[src/rtl/thread_scheduler_pkg.sv]
// Shared types and constants for the multithreaded fetch scheduler.
//   n_threads     : number of hardware threads
//   threadid_t    : thread identifier type
//   max_inflight  : default cap on issued-but-not-retired instructions per thread
//   sched_state_t : per-thread fetch state (RUN or DRAIN after redirect/exception)
package thread_scheduler_pkg;

    localparam int n_threads    = 8;
    localparam int max_inflight = 8;

    typedef logic [$clog2(n_threads)-1:0] threadid_t;

    typedef enum logic {
        SCHED_RUN   = 1'b0,
        SCHED_DRAIN = 1'b1
    } sched_state_t;

endpackage

[src/rtl/thread_scheduler_rr_arbiter.sv]
// Purely combinational round-robin arbiter.
//   req   : request vector, one bit per requester
//   last  : index of the previous winner; the scan starts at last+1 and wraps
//   grant : index of the winner (0 when nothing is requested)
//   grant_oh : one-hot form of grant, all zero when nothing is requested
//   any   : at least one request is present
module thread_scheduler_rr_arbiter #(
    parameter int N = 8,
    parameter int W = 3
) (
    input  logic [N-1:0] req,
    input  logic [W-1:0] last,
    output logic [W-1:0] grant,
    output logic [N-1:0] grant_oh,
    output logic         any
);

    // Scanning from the farthest offset down to the nearest lets the
    // nearest requester after last overwrite any farther one.
    always_comb begin
        int c;
        c        = 0;
        any      = 1'b0;
        grant    = '0;
        grant_oh = '0;
        for (int k = N; k >= 1; k--) begin
            c = int'(last) + k;
            if (c >= N) begin
                c = c - N;
            end
            if (req[c[W-1:0]]) begin
                any   = 1'b1;
                grant = c[W-1:0];
            end
        end
        if (any) begin
            grant_oh[grant] = 1'b1;
        end
    end

endmodule

[src/rtl/thread_scheduler.sv]
// Per-cycle fetch thread selector.
//   clk, rst          : clock, synchronous active-high reset
//   thread_en         : per-thread enable mask (0 = never granted)
//   stalled           : per-thread d-cache stall
//   wb_valid/wb_thread: an instruction of wb_thread leaves the pipeline
//   redirect_en/_thread, exc_en/_thread : PC change or fault for a thread
//   sched_valid/scheduler_thread : registered grant into the IF stage
//   draining          : per-thread DRAIN state
//   err_underflow     : sticky, a retire was seen with the thread counter at 0
module thread_scheduler
    import thread_scheduler_pkg::*;
#(
    parameter int N_THREADS    = n_threads,
    parameter int TID_W        = $bits(threadid_t),
    parameter int MAX_INFLIGHT = max_inflight,
    parameter int CNT_W        = 4
) (
    input  logic                 clk,
    input  logic                 rst,
    input  logic [N_THREADS-1:0] thread_en,
    input  logic [N_THREADS-1:0] stalled,
    input  logic                 wb_valid,
    input  logic [TID_W-1:0]     wb_thread,
    input  logic                 redirect_en,
    input  logic [TID_W-1:0]     redirect_thread,
    input  logic                 exc_en,
    input  logic [TID_W-1:0]     exc_thread,
    output logic                 sched_valid,
    output logic [TID_W-1:0]     scheduler_thread,
    output logic [N_THREADS-1:0] draining,
    output logic                 err_underflow
);

    logic                 r_valid;
    logic [TID_W-1:0]     r_thread;
    logic [TID_W-1:0]     r_last;
    logic                 r_err;

    logic [N_THREADS-1:0] w_elig;
    logic [N_THREADS-1:0] w_grant_oh;
    logic [N_THREADS-1:0] w_underflow;
    logic [N_THREADS-1:0] w_draining;
    logic [TID_W-1:0]     w_grant;
    logic                 w_any;

    thread_scheduler_rr_arbiter #(
        .N (N_THREADS),
        .W (TID_W)
    ) u_arb (
        .req      (w_elig),
        .last     (r_last),
        .grant    (w_grant),
        .grant_oh (w_grant_oh),
        .any      (w_any)
    );

    genvar gi;
    generate
        for (gi = 0; gi < N_THREADS; gi++) begin : g_thr
            logic [CNT_W-1:0] r_cnt;
            sched_state_t     r_state;
            logic             w_hit;
            logic             w_inc;
            logic             w_dec;

            // A redirect or exception in this very cycle already blocks fetch,
            // so no stale instruction slips in before the DRAIN state registers.
            assign w_hit = (redirect_en && (redirect_thread == TID_W'(gi))) ||
                           (exc_en && (exc_thread == TID_W'(gi)));
            assign w_inc = w_grant_oh[gi];
            assign w_dec = wb_valid && (wb_thread == TID_W'(gi));

            assign w_elig[gi] = thread_en[gi] && !stalled[gi] &&
                                (r_state == SCHED_RUN) &&
                                (r_cnt < CNT_W'(MAX_INFLIGHT)) && !w_hit;

            assign w_underflow[gi] = w_dec && !w_inc && (r_cnt == '0);
            assign w_draining[gi]  = (r_state == SCHED_DRAIN);

            always_ff @(posedge clk) begin
                if (rst) begin
                    r_cnt   <= '0;
                    r_state <= SCHED_RUN;
                end else begin
                    if (w_inc && !w_dec) begin
                        r_cnt <= r_cnt + 1'b1;
                    end else if (w_dec && !w_inc && (r_cnt != '0)) begin
                        r_cnt <= r_cnt - 1'b1;
                    end

                    case (r_state)
                        SCHED_RUN: begin
                            if (w_hit) begin
                                r_state <= SCHED_DRAIN;
                            end
                        end
                        SCHED_DRAIN: begin
                            // Leave only once every stale instruction has retired.
                            if (!w_hit && (r_cnt == '0)) begin
                                r_state <= SCHED_RUN;
                            end
                        end
                        default: r_state <= SCHED_RUN;
                    endcase
                end
            end
        end
    endgenerate

    always_ff @(posedge clk) begin
        if (rst) begin
            r_valid  <= 1'b0;
            r_thread <= '0;
            r_last   <= TID_W'(N_THREADS - 1);
            r_err    <= 1'b0;
        end else begin
            r_err <= r_err | (|w_underflow);
            if (w_any) begin
                r_valid  <= 1'b1;
                r_thread <= w_grant;
                r_last   <= w_grant;
            end else begin
                r_valid  <= 1'b0;
            end
        end
    end

    assign sched_valid      = r_valid;
    assign scheduler_thread = r_thread;
    assign draining         = w_draining;
    assign err_underflow    = r_err;

endmodule

[config.mk]
export PLATFORM = sky130hd
export DESIGN_NAME = thread_scheduler
export DESIGN_NICKNAME = d
export VERILOG_FILES = /design/src/rtl/thread_scheduler_pkg.sv /design/src/rtl/thread_scheduler_rr_arbiter.sv /design/src/rtl/thread_scheduler.sv
export SDC_FILE = /design/constraint.sdc
export NUM_CORES = 1
export LEC_CHECK = 0
export CAP_MARGIN = 20
export CORE_ASPECT_RATIO = 1.75
export CORE_UTILIZATION = 58
export DETAILED_ROUTE_END_ITERATION = 10
export MAX_ROUTING_LAYER = met4
export PLACE_DENSITY = 0.85
export SLEW_MARGIN = 5
export SYNTH_ARGS = -nofsm -noshare
export SYNTH_HDL_FRONTEND = slang
export SYNTH_SLANG_ARGS = --single-unit
[constraint.sdc]
create_clock -name clk -period 6.3 [get_ports clk]
set_input_delay 0.63 -clock clk [delete_from_list [all_inputs] [get_ports clk]]
set_output_delay 0.63 -clock clk [all_outputs]
set_load 0.02 [all_outputs]
==> results.tsv, run 1 <==
metric	value	unit
status	complete, no violations	
async_flop_share	0	
overflow	0	
p_sw_frac	0.485	
fillers	550	
row_count	40	
required	6.46	ns
fin_nets	565	
avgSynthCellArea	8.95	um2
grt_usage	0.344	
synth.distinct_cells	68	
max-vdd-ir-drop	405	uV
arrival	5.79	ns
syn_nets	528	
worst_slack	0.679	ns
initial_utilization	0.607	
fin_crit	5.62	ns
syn-instance-count	472	
maxCapViolCount	0	
antenna_cells	0	
p_leak	1.94	nW
power.share.combinational	0.732	
gp_congestion	1.08	
drc	0	
viasPerCell	6.76	
ys.flop_type	dfxtp_1	
numCtsBuffers	5	
timing.fmax	178	MHz
critPathCaptureType	flip-flop	
wire_per_inst	20.6	um
clock_skew	0.00480	ns
ys_seq_area_frac	0.227	
io_buffers	42	
antenna_found_initial	0	
hold_class	flip-flop to flip-flop	
ys_warn_count	0	
worstMarginPinSlew	0.799	ns
cts_setup_buffers	0	
clk_pin_slew	0.07	ns
power_density	618	nW/um2
drt-total-wl	12200	um
period_share	0.892	
yosysTopAreaCell	dfxtp_1	
die_h	115	um
hold_buffers	0	
relSlewSlack	0.463	
cts_max_level	2	
tns	0	ns
setup_viol	0	
crit_fanout	8	
final_common_cell	nor2_1	
clock_latency	0.29	ns
grt_max_degree	50	
dp_slack	0.587	ns
die_area	7640	um2
drive_gt1_frac	0.0963	
first_iter_violations	390	
core_area	6960	um2
synth_edf_count	0	
cts.sinks	48	
post_cts_resized	0	
die_x	66.5	um
worst_hold_slack	0.454	ns
worst_setup_path_start_kind	input pin	
root_buffer	clkbuf_16	
via_count	4007	
drt_pass1_iterations	5	
p_int	1.56	mW
clkPwrFrac	0.114	
synthToLayoutAreaGrowth	15.8	%
drv_slew	0	
io_pins	43	
grt_pass1_wl	19200	um
seqPwrFrac	0.155	
dp_hpwl	9360	um
ctsLongestPathBuffers	2	
most-common-layout-cells	nor2_1 (54), dfxtp_1 (48), mux2i_1 (43), clkdlybuf4s50_1 (42), nand2_1 (36)	
netlist_area	4230	um2
p_switching	1.47	mW
grt_pass1_vias	3926	
rsz0062_at_grt	false	
ant_nets	0	
synth_area_leaders	dfxtp_1 (23%), mux2i_1 (10%), ha_1 (5.3%)	
ys_seq_elements	48	
path_class	input pin to flip-flop	
finalHoldViolCount	0	
cts_tree	yes	
synth_top_cell_area_share	0.227	
[cell families after synthesis]
family,after synthesis,share of synthesized area
adder cells (fa/ha/maj),26,0.0912
AO/OA/AOI/OAI,79,0.141
XOR/XNOR,28,0.0580
buffers and inverters,27,0.0320
AND/OR/NAND/NOR,207,0.284
multiplexers,57,0.166
flip-flops,48,0.227
[worst paths after layout]
check	from	depth (start not counted)	to	slack (ns)
worst max-delay path	redirect_thread[1]	17	g_thr[6].r_cnt[3]	0.68
worst min-delay path	scheduler_thread[1]	2	scheduler_thread[1]	0.45
worst max register to register	r_last[0]	17	g_thr[6].r_cnt[3]	1.05
worst min register to register	scheduler_thread[1]	2	scheduler_thread[1]	0.45
[worst max-delay path, cell delays in order]
cell,delay [ns]
clkdlybuf4s50_1,0.52
or4b_1,0.66
and3_1,0.22
mux2i_1,0.39
mux4_2,0.38
a211oi_1,0.11
o311a_1,0.37
or4_4,0.61
nor4b_4,0.36
nand2_1,0.17
ha_1,0.29
a21o_1,0.18
a21o_1,0.18
or3_1,0.31
mux2i_1,0.18
xnor2_1,0.15
nor2_1,0.05
[power by group through the flow]
| stage | logic (mW) | clock network [mW] | registers [mW] |
|---|---|---|---|
| 2_1_floorplan | 1.70 | 0 | 0.453 |
| 3_3_place_gp | 2.10 | 0 | 0.469 |
| 3_5_place_dp | 2.16 | 0 | 0.473 |
| 4_1_cts | 2.19 | 0.345 | 0.466 |
| 5_1_grt | 2.38 | 0.355 | 0.477 |
| 6_report | 2.21 | 0.343 | 0.468 |
[cell type report]
| type | count | area [um2] | share of cell area |
|---|---|---|---|
| Clock buffer | 5 | 125 | 0.0256 |
| Tap cell | 84 | 105 | 0.0215 |
| Timing Repair Buffer | 52 | 495 | 0.101 |
| Multi-Input combinational cell | 397 | 3130 | 0.639 |
| Clock inverter | 2 | 60.1 | 0.0123 |
| Inverter | 5 | 18.8 | 0.00383 |
| Sequential cell | 48 | 961 | 0.196 |
[routing by layer]
metal,global-route usage,share of wire,wire length [um]
met4,0.252,0.078,960
met5,-,0,0
met3,0.0734,0.061,751
met2,0.566,0.50,6110
met1,0.350,0.36,4420
[cell usage after synthesis, types with 7 or more instances]
cell / number
xor2_1: 14
fa_1: 8
buf_4: 8
nor2_1: 54
mux2i_1: 43
a211oi_1: 8
nand2_1: 36
mux4_2: 10
clkbuf_1: 10
nor3_1: 7
a21oi_1: 12
a21o_1: 11
ha_1: 18
nand4_1: 13
and3_1: 14
xnor2_1: 14
nand2b_1: 9
nand4b_1: 8
nand3_1: 14
dfxtp_1: 48
a31oi_1: 11
[through the flow]
| step | power, mW | area [um2] | instances | util |
|---|---|---|---|---|
| after floorplan | 2.15 | 4230 | 472 | - |
| final | 3.02 | 4890 | 593 | 0.704 |
| after CTS | 3.00 | 4890 | 593 | 0.704 |
| after global placement | 2.57 | 4710 | 586 | 0.677 |
| after detailed placement | 2.64 | 4710 | 586 | 0.677 |
| after global routing | 3.21 | 4890 | 593 | 0.704 |
[flip-flops by register name (all words and copies together) (netlist names)]
register / cells
r_last: 3
g_thr.r_state: 8
err_underflow: 1
sched_valid: 1
scheduler_thread: 3
g_thr.r_cnt: 32
No activity file was read; power rests on OpenSTA's default activity.
==> inputs of run 2 (changes only) <==
Clock period 6.3 ns to 6.2 ns, I/O delays scaled along.
==> results.tsv, run 2 (same netlist as run 1, synthesis figures left out) <==
metric	value	unit
status	complete, no violations	
synthToLayoutAreaGrowth	14.8	%
power.share.combinational	0.755	
dp_hpwl	9500	um
io_buffers	42	
setup_viol	0	
post_cts_resized	0	
antenna_found_initial	0	
worst_slack	0.713	ns
drive_gt1_frac	0.0961	
path_class	input pin to flip-flop	
drc	0	
worst_setup_path_start_kind	input pin	
dp_slack	0.509	ns
tns	0	ns
gp_congestion	1.06	
finalNonFillerCells	594	
holdPathStages	2	
rr_worst_depth	17	
core_area	6960	um2
fin_crit	5.49	ns
cts_tree	yes	
overflow	0	
timing.fmax	182	MHz
ant_nets	0	
grt_pass1_wl	20200	um
arrival	5.65	ns
cts_setup_buffers	0	
cts_max_level	2	
seqPwrFrac	0.157	
first_iter_violations	202	
top_register	g_thr.r_cnt	
grt_usage	0.365	
grt_max_degree	50	
drv_slew	0	
critical-path-max-stage-delay	0.60	ns
largestRegisters	g_thr.r_cnt x32, g_thr.r_state x8	
p_int	1.51	mW
row_count	40	
root_buffer	clkbuf_16	
period_share	0.885	
drt-total-wl	12300	um
cp_common_cell	a21o_1	
numCtsBuffers	5	
die_h	115	um
relSlewSlack	0.486	
finalHoldViolCount	0	
grt_pass1_vias	4101	
required	6.36	ns
crit_fanout	8	
rsz0062_at_grt	false	
maxCapViolCount	0	
max-vdd-ir-drop	403	uV
p_leak	1.93	nW
initial_utilization	0.607	
power_density	618	nW/um2
viasPerCell	6.73	
die_area	7640	um2
via_count	3996	
critPathCaptureType	flip-flop	
fin_nets	566	
final_common_cell	nor2_1	
most-common-layout-cells	nor2_1 (54), dfxtp_1 (48), mux2i_1 (43), clkdlybuf4s50_1 (42), nand2_1 (36)	
wire_per_inst	20.8	um
p_switching	1.49	mW
drt_pass1_iterations	5	
p_total	3.00	mW
largest_register_ffs	32	
clkPwrFrac	0.088	
dp_cells	587	
clock_skew	0.00321	ns
worst_hold_slack	0.453	ns
worstMarginPinSlew	0.760	ns
cts.sinks	48	
p_sw_frac	0.498	
ctsLongestPathBuffers	2	
io_pins	43	
antenna_cells	0	
hold_class	flip-flop to flip-flop	
crit_chain	clkdlybuf4s50_1 > nand4bb_1 > nand4_1 > and2_1 > mux4_2 > a211oi_1 > nor3_1 > or4_4 > nor4b_4 > nand2_1 > ha_1 > a21o_1 > a21o_1 > or3_1 > mux2i_1 > xnor2_1 > nor2_1	
hold_buffers	0	
slowest_stage	clkdlybuf4s50_1	
die_x	66.5	um
clock_latency	0.29	ns
clk_pin_slew	0.06	ns
## run 2: changes by cell type in the layout (fill, tap and decap cells not counted), sizes merged
cell,previous run,this run
bufinv,2,0
buf,10,11
clkbuf,5,6
clkinv,0,1
## run 2: per-stage QoR
| stage | cell area (um2) | util |
|---|---|---|
| finish | 4850 | 0.697 |
| CTS | 4850 | 0.697 |
| global route | 4850 | 0.697 |
| global placement | 4720 | 0.678 |
| detailed placement | 4720 | 0.678 |
| floorplan | 4230 | - |
## run 2: critical path: cells and delay by family
kind / cells / cell delay (ns)
compound gates: 3 / 0.79
xor+xnor: 1 / 0.14
fa+ha+maj: 1 / 0.32
buf+inv: 1 / 0.60
mux: 2 / 0.67
simple gates: 9 / 2.51
## run 2: power groups by stage
stage / registers, mW / logic (mW) / clock network (mW)
global placement: 0.474 / 2.15 / 0
finish: 0.471 / 2.26 / 0.264
detailed placement: 0.477 / 2.21 / 0
floorplan: 0.460 / 1.73 / 0
global route: 0.482 / 2.46 / 0.279
CTS: 0.470 / 2.25 / 0.267
## run 2: area by class of cell
class / count / area [um2]
fill: 552 / 2110
sequential: 48 / 961
multi-input combinational: 397 / 3130
clock buffer: 6 / 129
tap: 84 / 105
inverter: 5 / 18.8
timing repair buffer: 53 / 503
clock inverter: 1 / 5.00
## run 2: path summary, 6_finish.rpt
| path | start | to | slack (ns) |
|---|---|---|---|
| min reg2reg | scheduler_thread[2] | scheduler_thread[2] | 0.45 |
| min | scheduler_thread[2] | scheduler_thread[2] | 0.45 |
| max | exc_thread[0] | g_thr[6].r_cnt[3] | 0.71 |
| max reg2reg | r_last[1] | g_thr[6].r_cnt[3] | 1.09 |
## run 2: layer usage
| metal | track usage | up-vias | part of all wire |
|---|---|---|---|
| met1 | 0.364 | 1917 | 0.37 |
| met3 | 0.0903 | 62 | 0.047 |
| met2 | 0.595 | 156 | 0.51 |
| met4 | 0.278 | 0 | 0.076 |
| met5 | - | - | 0 |
| li1 | - | 1861 | - |
==> inputs of run 3 (changes only) <==
Settings changed: TNS_END_PERCENT set to 20.
==> results of run 3 <==
The final DEF is identical to that of run 2; final timing and power are the same.
